`src/rtl/fsm_scenario_monitor_pkg.sv`:
```
// Shared types and helpers for the scenario generator / monitor pair.
package fsm_scenario_monitor_pkg;

   typedef struct packed {
      logic [7:0] scenario_state;
   } output_signals_t;

   typedef enum logic [3:0] {
      SCN_IDLE              = 4'd0,
      SCN_POWER_UP          = 4'd1,
      SCN_CALIBRATE         = 4'd2,
      SCN_INJECT_PULSE      = 4'd3,
      SCN_WAIT_RESPONSE     = 4'd4,
      SCN_CAPTURE           = 4'd5,
      SCN_COMPARE           = 4'd6,
      SCN_REPORT            = 4'd7,
      SCN_DETECTOR_FINISHED = 4'd8
   } scenario_code_e;

   localparam logic [3:0] SCN_LAST = 4'd8;

   typedef enum logic [1:0] {
      M_OFF,
      M_SYNC,
      M_TRACK,
      M_FAIL
   } monitor_state_e;

   // Legal successor of a scenario code; the last code wraps back to IDLE.
   function automatic logic [3:0] scn_next(input logic [3:0] code);
      return (code >= SCN_LAST) ? 4'd0 : code + 4'd1;
   endfunction

   function automatic logic scn_out_of_range(input logic [7:0] code);
      return (code[7:4] != 4'd0) || (code[3:0] > SCN_LAST);
   endfunction

endpackage

```
`src/rtl/fsm_scenario_monitor_dwell.sv`:
```
// Dwell counter: reloads to 1 on a code change, otherwise counts up and
// saturates one past the allowed maximum so the overrun stays visible.
module scn_dwell_counter
   import fsm_scenario_monitor_pkg::*;
#(
   parameter int unsigned CNT_W     = 16,
   parameter int unsigned DWELL_MIN = 900,
   parameter int unsigned DWELL_MAX = 1100
) (
   input  logic clk_i,
   input  logic rst_ni,
   input  logic clr_i,
   input  logic reload_i,
   output logic ge_min_o,
   output logic over_max_o
);

   localparam logic [CNT_W-1:0] SAT_V = CNT_W'(DWELL_MAX + 1);
   localparam logic [CNT_W-1:0] MIN_V = CNT_W'(DWELL_MIN);

   logic [CNT_W-1:0] cnt_q, cnt_d;

   // Next count: clear, reload on change, else saturating increment.
   always_comb begin
      cnt_d = cnt_q;
      if (clr_i) begin
         cnt_d = '0;
      end else if (reload_i) begin
         cnt_d = CNT_W'(1);
      end else if (cnt_q != SAT_V) begin
         cnt_d = cnt_q + CNT_W'(1);
      end
   end

   // Count register.
   always_ff @(posedge clk_i or negedge rst_ni) begin
      if (!rst_ni) cnt_q <= '0;
      else         cnt_q <= cnt_d;
   end

   assign ge_min_o   = (cnt_q >= MIN_V);
   assign over_max_o = (cnt_q == SAT_V);

endmodule

```
`src/rtl/fsm_scenario_monitor.sv`:
```
// Receiving-end checker for the self-test scenario sequence: ordering,
// dwell time and code range, with sticky errors and loop statistics.
module fsm_scenario_monitor
   import fsm_scenario_monitor_pkg::*;
#(
   parameter int unsigned DWELL_MIN = 900,
   parameter int unsigned DWELL_MAX = 1100,
   parameter int unsigned CNT_W     = 16
) (
   input  logic             clock,
   input  logic             reset_n,
   input  logic             enable,
   input  logic             clear,
   input  logic [7:0]       scenario_state,
   output logic             busy,
   output logic             seq_error,
   output logic             timeout_error,
   output logic [3:0]       err_code,
   output logic [3:0]       expected,
   output logic             loop_done,
   output logic [CNT_W-1:0] loop_count,
   output logic [3:0]       step
);

   monitor_state_e   state_q, state_d;
   logic [7:0]       cur_q, prev_q;
   logic [3:0]       step_q, step_d, expected_q, expected_d, err_code_q, err_code_d;
   logic             seq_error_q, seq_error_d, timeout_error_q, timeout_error_d;
   logic             loop_done_q, loop_done_d;
   logic [CNT_W-1:0] loop_count_q, loop_count_d;
   logic             change, ge_min, over_max, first_err;

   assign change    = (cur_q != prev_q);
   assign first_err = !seq_error_q && !timeout_error_q;

   scn_dwell_counter #(
      .CNT_W     (CNT_W),
      .DWELL_MIN (DWELL_MIN),
      .DWELL_MAX (DWELL_MAX)
   ) u_dwell (
      .clk_i      (clock),
      .rst_ni     (reset_n),
      .clr_i      (clear),
      .reload_i   (change),
      .ge_min_o   (ge_min),
      .over_max_o (over_max)
   );

   // Input pipeline: current and previous code for change detection.
   always_ff @(posedge clock or negedge reset_n) begin
      if (!reset_n) begin
         cur_q  <= '0;
         prev_q <= '0;
      end else begin
         cur_q  <= scenario_state;
         prev_q <= cur_q;
      end
   end

   // Monitor next-state and output logic; clear outranks every other event.
   always_comb begin
      state_d         = state_q;
      step_d          = step_q;
      expected_d      = expected_q;
      err_code_d      = err_code_q;
      seq_error_d     = seq_error_q;
      timeout_error_d = timeout_error_q;
      loop_done_d     = 1'b0;
      loop_count_d    = loop_count_q;
      if (clear) begin
         seq_error_d     = 1'b0;
         timeout_error_d = 1'b0;
         err_code_d      = '0;
         loop_count_d    = '0;
         step_d          = SCN_IDLE;
         expected_d      = 4'd1;
         state_d         = enable ? M_SYNC : M_OFF;
      end else if (!enable) begin
         state_d = M_OFF;
         if (state_q != M_OFF) begin
            step_d     = SCN_IDLE;
            expected_d = 4'd1;
         end
      end else begin
         case (state_q)
            M_OFF: state_d = M_SYNC;
            M_SYNC: begin
               if (cur_q == 8'd0) begin
                  state_d    = M_TRACK;
                  step_d     = SCN_IDLE;
                  expected_d = 4'd1;
               end
            end
            M_TRACK: begin
               if (change) begin
                  if (scn_out_of_range(cur_q) || (cur_q[3:0] != expected_q) ||
                      ((step_q != SCN_IDLE) && !ge_min)) begin
                     seq_error_d = 1'b1;
                     if (first_err) err_code_d = cur_q[3:0];
                     state_d = M_FAIL;
                  end else begin
                     step_d     = cur_q[3:0];
                     expected_d = scn_next(cur_q[3:0]);
                     if (step_q == SCN_LAST) begin
                        loop_done_d = 1'b1;
                        if (loop_count_q != '1) loop_count_d = loop_count_q + CNT_W'(1);
                     end
                  end
               end else if ((step_q != SCN_IDLE) && over_max) begin
                  timeout_error_d = 1'b1;
                  if (first_err) err_code_d = step_q;
                  state_d = M_FAIL;
               end
            end
            M_FAIL: state_d = M_FAIL;
            default: state_d = M_OFF;
         endcase
      end
   end

   // Monitor state and status registers.
   always_ff @(posedge clock or negedge reset_n) begin
      if (!reset_n) begin
         state_q         <= M_OFF;
         step_q          <= '0;
         expected_q      <= '0;
         err_code_q      <= '0;
         seq_error_q     <= 1'b0;
         timeout_error_q <= 1'b0;
         loop_done_q     <= 1'b0;
         loop_count_q    <= '0;
      end else begin
         state_q         <= state_d;
         step_q          <= step_d;
         expected_q      <= expected_d;
         err_code_q      <= err_code_d;
         seq_error_q     <= seq_error_d;
         timeout_error_q <= timeout_error_d;
         loop_done_q     <= loop_done_d;
         loop_count_q    <= loop_count_d;
      end
   end

   assign busy          = (state_q == M_SYNC) || (state_q == M_TRACK);
   assign seq_error     = seq_error_q;
   assign timeout_error = timeout_error_q;
   assign err_code      = err_code_q;
   assign expected      = expected_q;
   assign loop_done     = loop_done_q;
   assign loop_count    = loop_count_q;
   assign step          = step_q;

endmodule

```
`config.mk`:
```
export PLATFORM = sky130hd
export DESIGN_NAME = fsm_scenario_monitor
export DESIGN_NICKNAME = d
export VERILOG_FILES = /design/src/rtl/fsm_scenario_monitor_pkg.sv /design/src/rtl/fsm_scenario_monitor_dwell.sv /design/src/rtl/fsm_scenario_monitor.sv
export SDC_FILE = /design/constraint.sdc
export NUM_CORES = 1
export LEC_CHECK = 0
export CAP_MARGIN = 20
export CORE_MARGIN = 3
export CORE_UTILIZATION = 59
export CTS_CLUSTER_SIZE = 16
export DETAILED_ROUTE_END_ITERATION = 8
export GPL_ROUTABILITY_DRIVEN = 0
export PLACE_DENSITY = 0.85
export SETUP_SLACK_MARGIN = 0.15
export SKIP_LAST_GASP = 1
export SLEW_MARGIN = 20
export SYNTH_ARGS = -nofsm -noshare
export SYNTH_HDL_FRONTEND = slang
export SYNTH_SLANG_ARGS = --single-unit
```
`constraint.sdc`:
```
create_clock -name clock -period 5.8 [get_ports clock]
set_input_delay 0.58 -clock clock [delete_from_list [all_inputs] [get_ports clock]]
set_output_delay 0.58 -clock clock [all_outputs]
set_load 0.1 [all_outputs]
```
==> impl_summary.log <==
[metrics] status: complete, no violations
[metrics] cells taking the most area after synthesis: dfrtp_1 49%, xor2_1 4.7%, ha_1 4.1%, nor2_1 3.6%, a21oi_1 3.3%
[metrics] total grt overflow: 0
[metrics] post-detailed-route DRC marker count: 0
[metrics] wire length of the first global-routing pass: 12800 um
[metrics] vias in the first global route: around 2700
[metrics] post-synth design cell area: 0.00333 mm2
[metrics] final non-filler cell total: 451
[metrics] starting density of the core: between 60% and 70%
[metrics] number of failing setup endpoints in the final timing report: 0
[metrics] chain of cells forming the critical path: inv_1 > ha_1 > clkdlybuf4s50_1
[metrics] overall global routing resource usage: between 20% and 30%
[metrics] total CTS buffers: 9
[metrics] most used cells in the layout excluding fill and tap cells: 65 x dfrtp_1, 41 x clkdlybuf4s50_1, 32 x nor2_1, 22 x a21oi_1
[metrics] Yosys top cell by area: dfrtp_1
[metrics] max-slew violation count: 0
[metrics] min setup slack post-route: around 2.9 ns
[metrics] chip width: approximately 81 um
[metrics] clock skew: 0.00662 ns
[metrics] Sum Neg Setup Slack: 0 ns
[metrics] library cell used as clock root buffer: clkbuf_8
[metrics] WL final: about 7600 um
[metrics] post_cts resized: 0
[metrics] most common flop cell mapped by yosys: dfrtp_1
[metrics] share of the yosys chip area belonging to registers: 48.9%
[metrics] kind of end point of the critical path: output port
[metrics] worst min path class: input pin to asynchronous set/reset pin
[metrics] proportion of synthesized flip-flops having asynchronous set or reset: 100%
[metrics] cell count after synthesis: around 330
[metrics] number of standard-cell rows in the floorplan: 26
[metrics] Placed Cells: roughly 440
[metrics] Peak VDD IR: between 0.2 and 0.25 mV
[metrics] buffer count from post-CTS setup fixing: 0
[metrics] reg2reg path depth: 8
[metrics] Max stage delay on crit path: roughly 1.1 ns
[metrics] layout cells sized above 1: 8.66%
[metrics] overall die area: between 0.006 and 0.007 mm2
[metrics] register-to-register setup slack: ~3.0 ns
[metrics] antenna diode count: 0
[metrics] initial detailed-routing violation count: 233
[metrics] pin count of the biggest net entering global routing: 66
[metrics] Avg Cell Area, Syn: between 10 and 15 um2
[metrics] number of port buffers: 43
[metrics] crit path launch type: register
[metrics] layout overhead on the synthesized area: 21.7%
[metrics] Skew-Pair Late Insertion Delay: 0.35 ns
[metrics] Max FO, Critical Path: 4
[metrics] Worst Path Class, Setup: register to output port
[metrics] average wire per standard cell: 16.9 um
[metrics] clock tree buffer depth: 2
[metrics] max-capacitance violation count: 0
[metrics] minimum clock period after layout: roughly 3 ns
[metrics] I/O pin total: 44
[metrics] areal power density over the cells: around 260 mW/mm2
[metrics] number of warnings printed during yosys synthesis: 0
[metrics] Worst Path Required: around 5.2 ns
[metrics] maximum level of the CTS H-tree: 3
[metrics] Final HPWL DP: 5100 um
[metrics] Sinks on Clock Net: 65
[metrics] unrepaired setup endpoints after global routing: no
[metrics] FMAX: 342 MHz
[metrics] share of the cycle needed by the critical path after routing: between 50% and 60%
[metrics] Yosys reg bits: 65
[metrics] most frequent standard cell in the layout excluding fill and tap cells: dfrtp_1
[metrics] Hold WS: just under 0.4 ns
[metrics] worst rel slew slack: approximately 34%
[metrics] cell leakage power: around 1.6 nW
[metrics] Antenna Violating Nets Remaining: 0
[metrics] post-layout net count: 399
[metrics] via count of the routed design: 2825
[metrics] Final Hold Violating Endpoints: 0
[metrics] synth unique cells: between 40 and 50
[metrics] launch instance of the worst register-to-register path: cur_q[0]
[metrics] detailed-router iteration count before antenna repair: 5
[metrics] clock tree from TritonCTS: built
[metrics] clock input transition at the sequential cells of the worst setup and hold paths: 0.07 ns
[metrics] actual slew at the worst max-slew pin: about 1 ns
[metrics] capture instance of the worst register-to-register path: loop_count[14]
[metrics] Max stage delay cell, worst path: clkdlybuf4s50_1
[metrics] DIE HEIGHT: around 80 um
[metrics] initial antenna violation count: 0
[metrics] core utilization of the finished layout: around 77%
[metrics] share of Yosys cell area claimed by the top area cell type: about 49%
[metrics] filler instances: between 300 and 400
[metrics] crit path DAT: around 2.4 ns
[metrics] Mapped Nets: ~350
[metrics] Placement Setup Slack: between 2 and 3 ns
[metrics] via-per-instance ratio: 6.26
[metrics] number of flops mapped to enable cells by yosys: 0
[metrics] CTS Hold Buffers Added: 0
[metrics] total core area: between 0.005 and 0.006 mm2
final cells by class:
type | instances | area (um2) | share of cell area (%)
tap | 70 | 87.6 | 2.16
multi-input combinational | 236 | 1580 | 39.0
sequential | 65 | 1630 | 40.2
clock inverter | 6 | 115 | 2.84
inverter | 20 | 75.1 | 1.86
clock buffer | 10 | 138 | 3.40
timing repair buffer | 44 | 428 | 10.6
metrics by stage:
step | power, mW | cell area, um2
2_1_floorplan | 0.547 | 3330
4_1_cts | 1.06 | 4050
5_1_grt | 1.09 | 4050
3_3_place_gp | 0.580 | 3800
6_report | 1.06 | 4050
3_5_place_dp | 0.583 | 3800
synth_stat cells (2+ instances only):
cell and number:
nand3_1 18, nor4_1 2, nor3b_1 2, nor2b_1 3, o21ai_0 11, a221oi_1 4
and3_1 7, nor3_1 9, nand2_1 20, o2bb2ai_1 4, xor2_1 18, o21a_1 2
or4_1 9, mux2_2 4, inv_1 20, or2_2 3, xnor2_1 6, clkbuf_1 7
a21oi_1 22, ha_1 11, nor4bb_1 2, o41ai_1 2, a32o_1 2, buf_2 2
nor2_1 32, dfrtp_1 65, a31oi_1 2, o31ai_1 8, or3_1 6, a22o_1 2
nand4_1 10
power by group:
group / switching [mW] / internal, mW / total, mW
clock network: 0.186 / 0.299 / 0.484
logic: 0.0700 / 0.0314 / 0.101
registers: 0.0104 / 0.462 / 0.473
total: 0.266 / 0.792 / 1.06
registers in the layout, indices dropped and copies added, names as in the netlist:
signal,count
cur_q,8
err_code,4
expected,4
loop_count,16
loop_done,1
prev_q,8
seq_error,1
state_q,2
step,4
timeout_error,1
u_dwell.cnt_q,16
metal layers:
metal / global-route usage [%] / up-vias / routed length, um
met2: 42.5 / 136 / 3670
met3: 7.32 / 22 / 505
met1: 32.3 / 1378 / 3280
li1: - / 1289 / -
met4: 9.29 / 0 / 166
met5: 0 / - / 0
critical path: cells and delay by family, from the launching register on:
kind,cells,cell delay (ns)
flops,1,0.42
buf+inv,2,1.26
fa+ha+maj,1,0.32
worst max-delay path by stage:
stage                     start              to  slack, ns  cells after the start
floorplan           expected[3]  loop_count[14]       3.00                      7
global placement          clear         step[2]       2.91                      5
detailed placement        clear         step[2]       2.81                      5
CTS                  state_q[0]            busy       2.87                      3
global route           cur_q[0]  loop_count[14]       2.74                      8
finish               state_q[0]            busy       2.87                      3
logic make-up after synthesis:
family,share of synthesized area (%)
xor+xnor,6.32
compound gates,13.8
fa+ha+maj,4.14
mux,1.35
buf+inv,3.69
flops,48.9
simple gates,21.8
No activity file was read; power rests on OpenSTA's default activity.
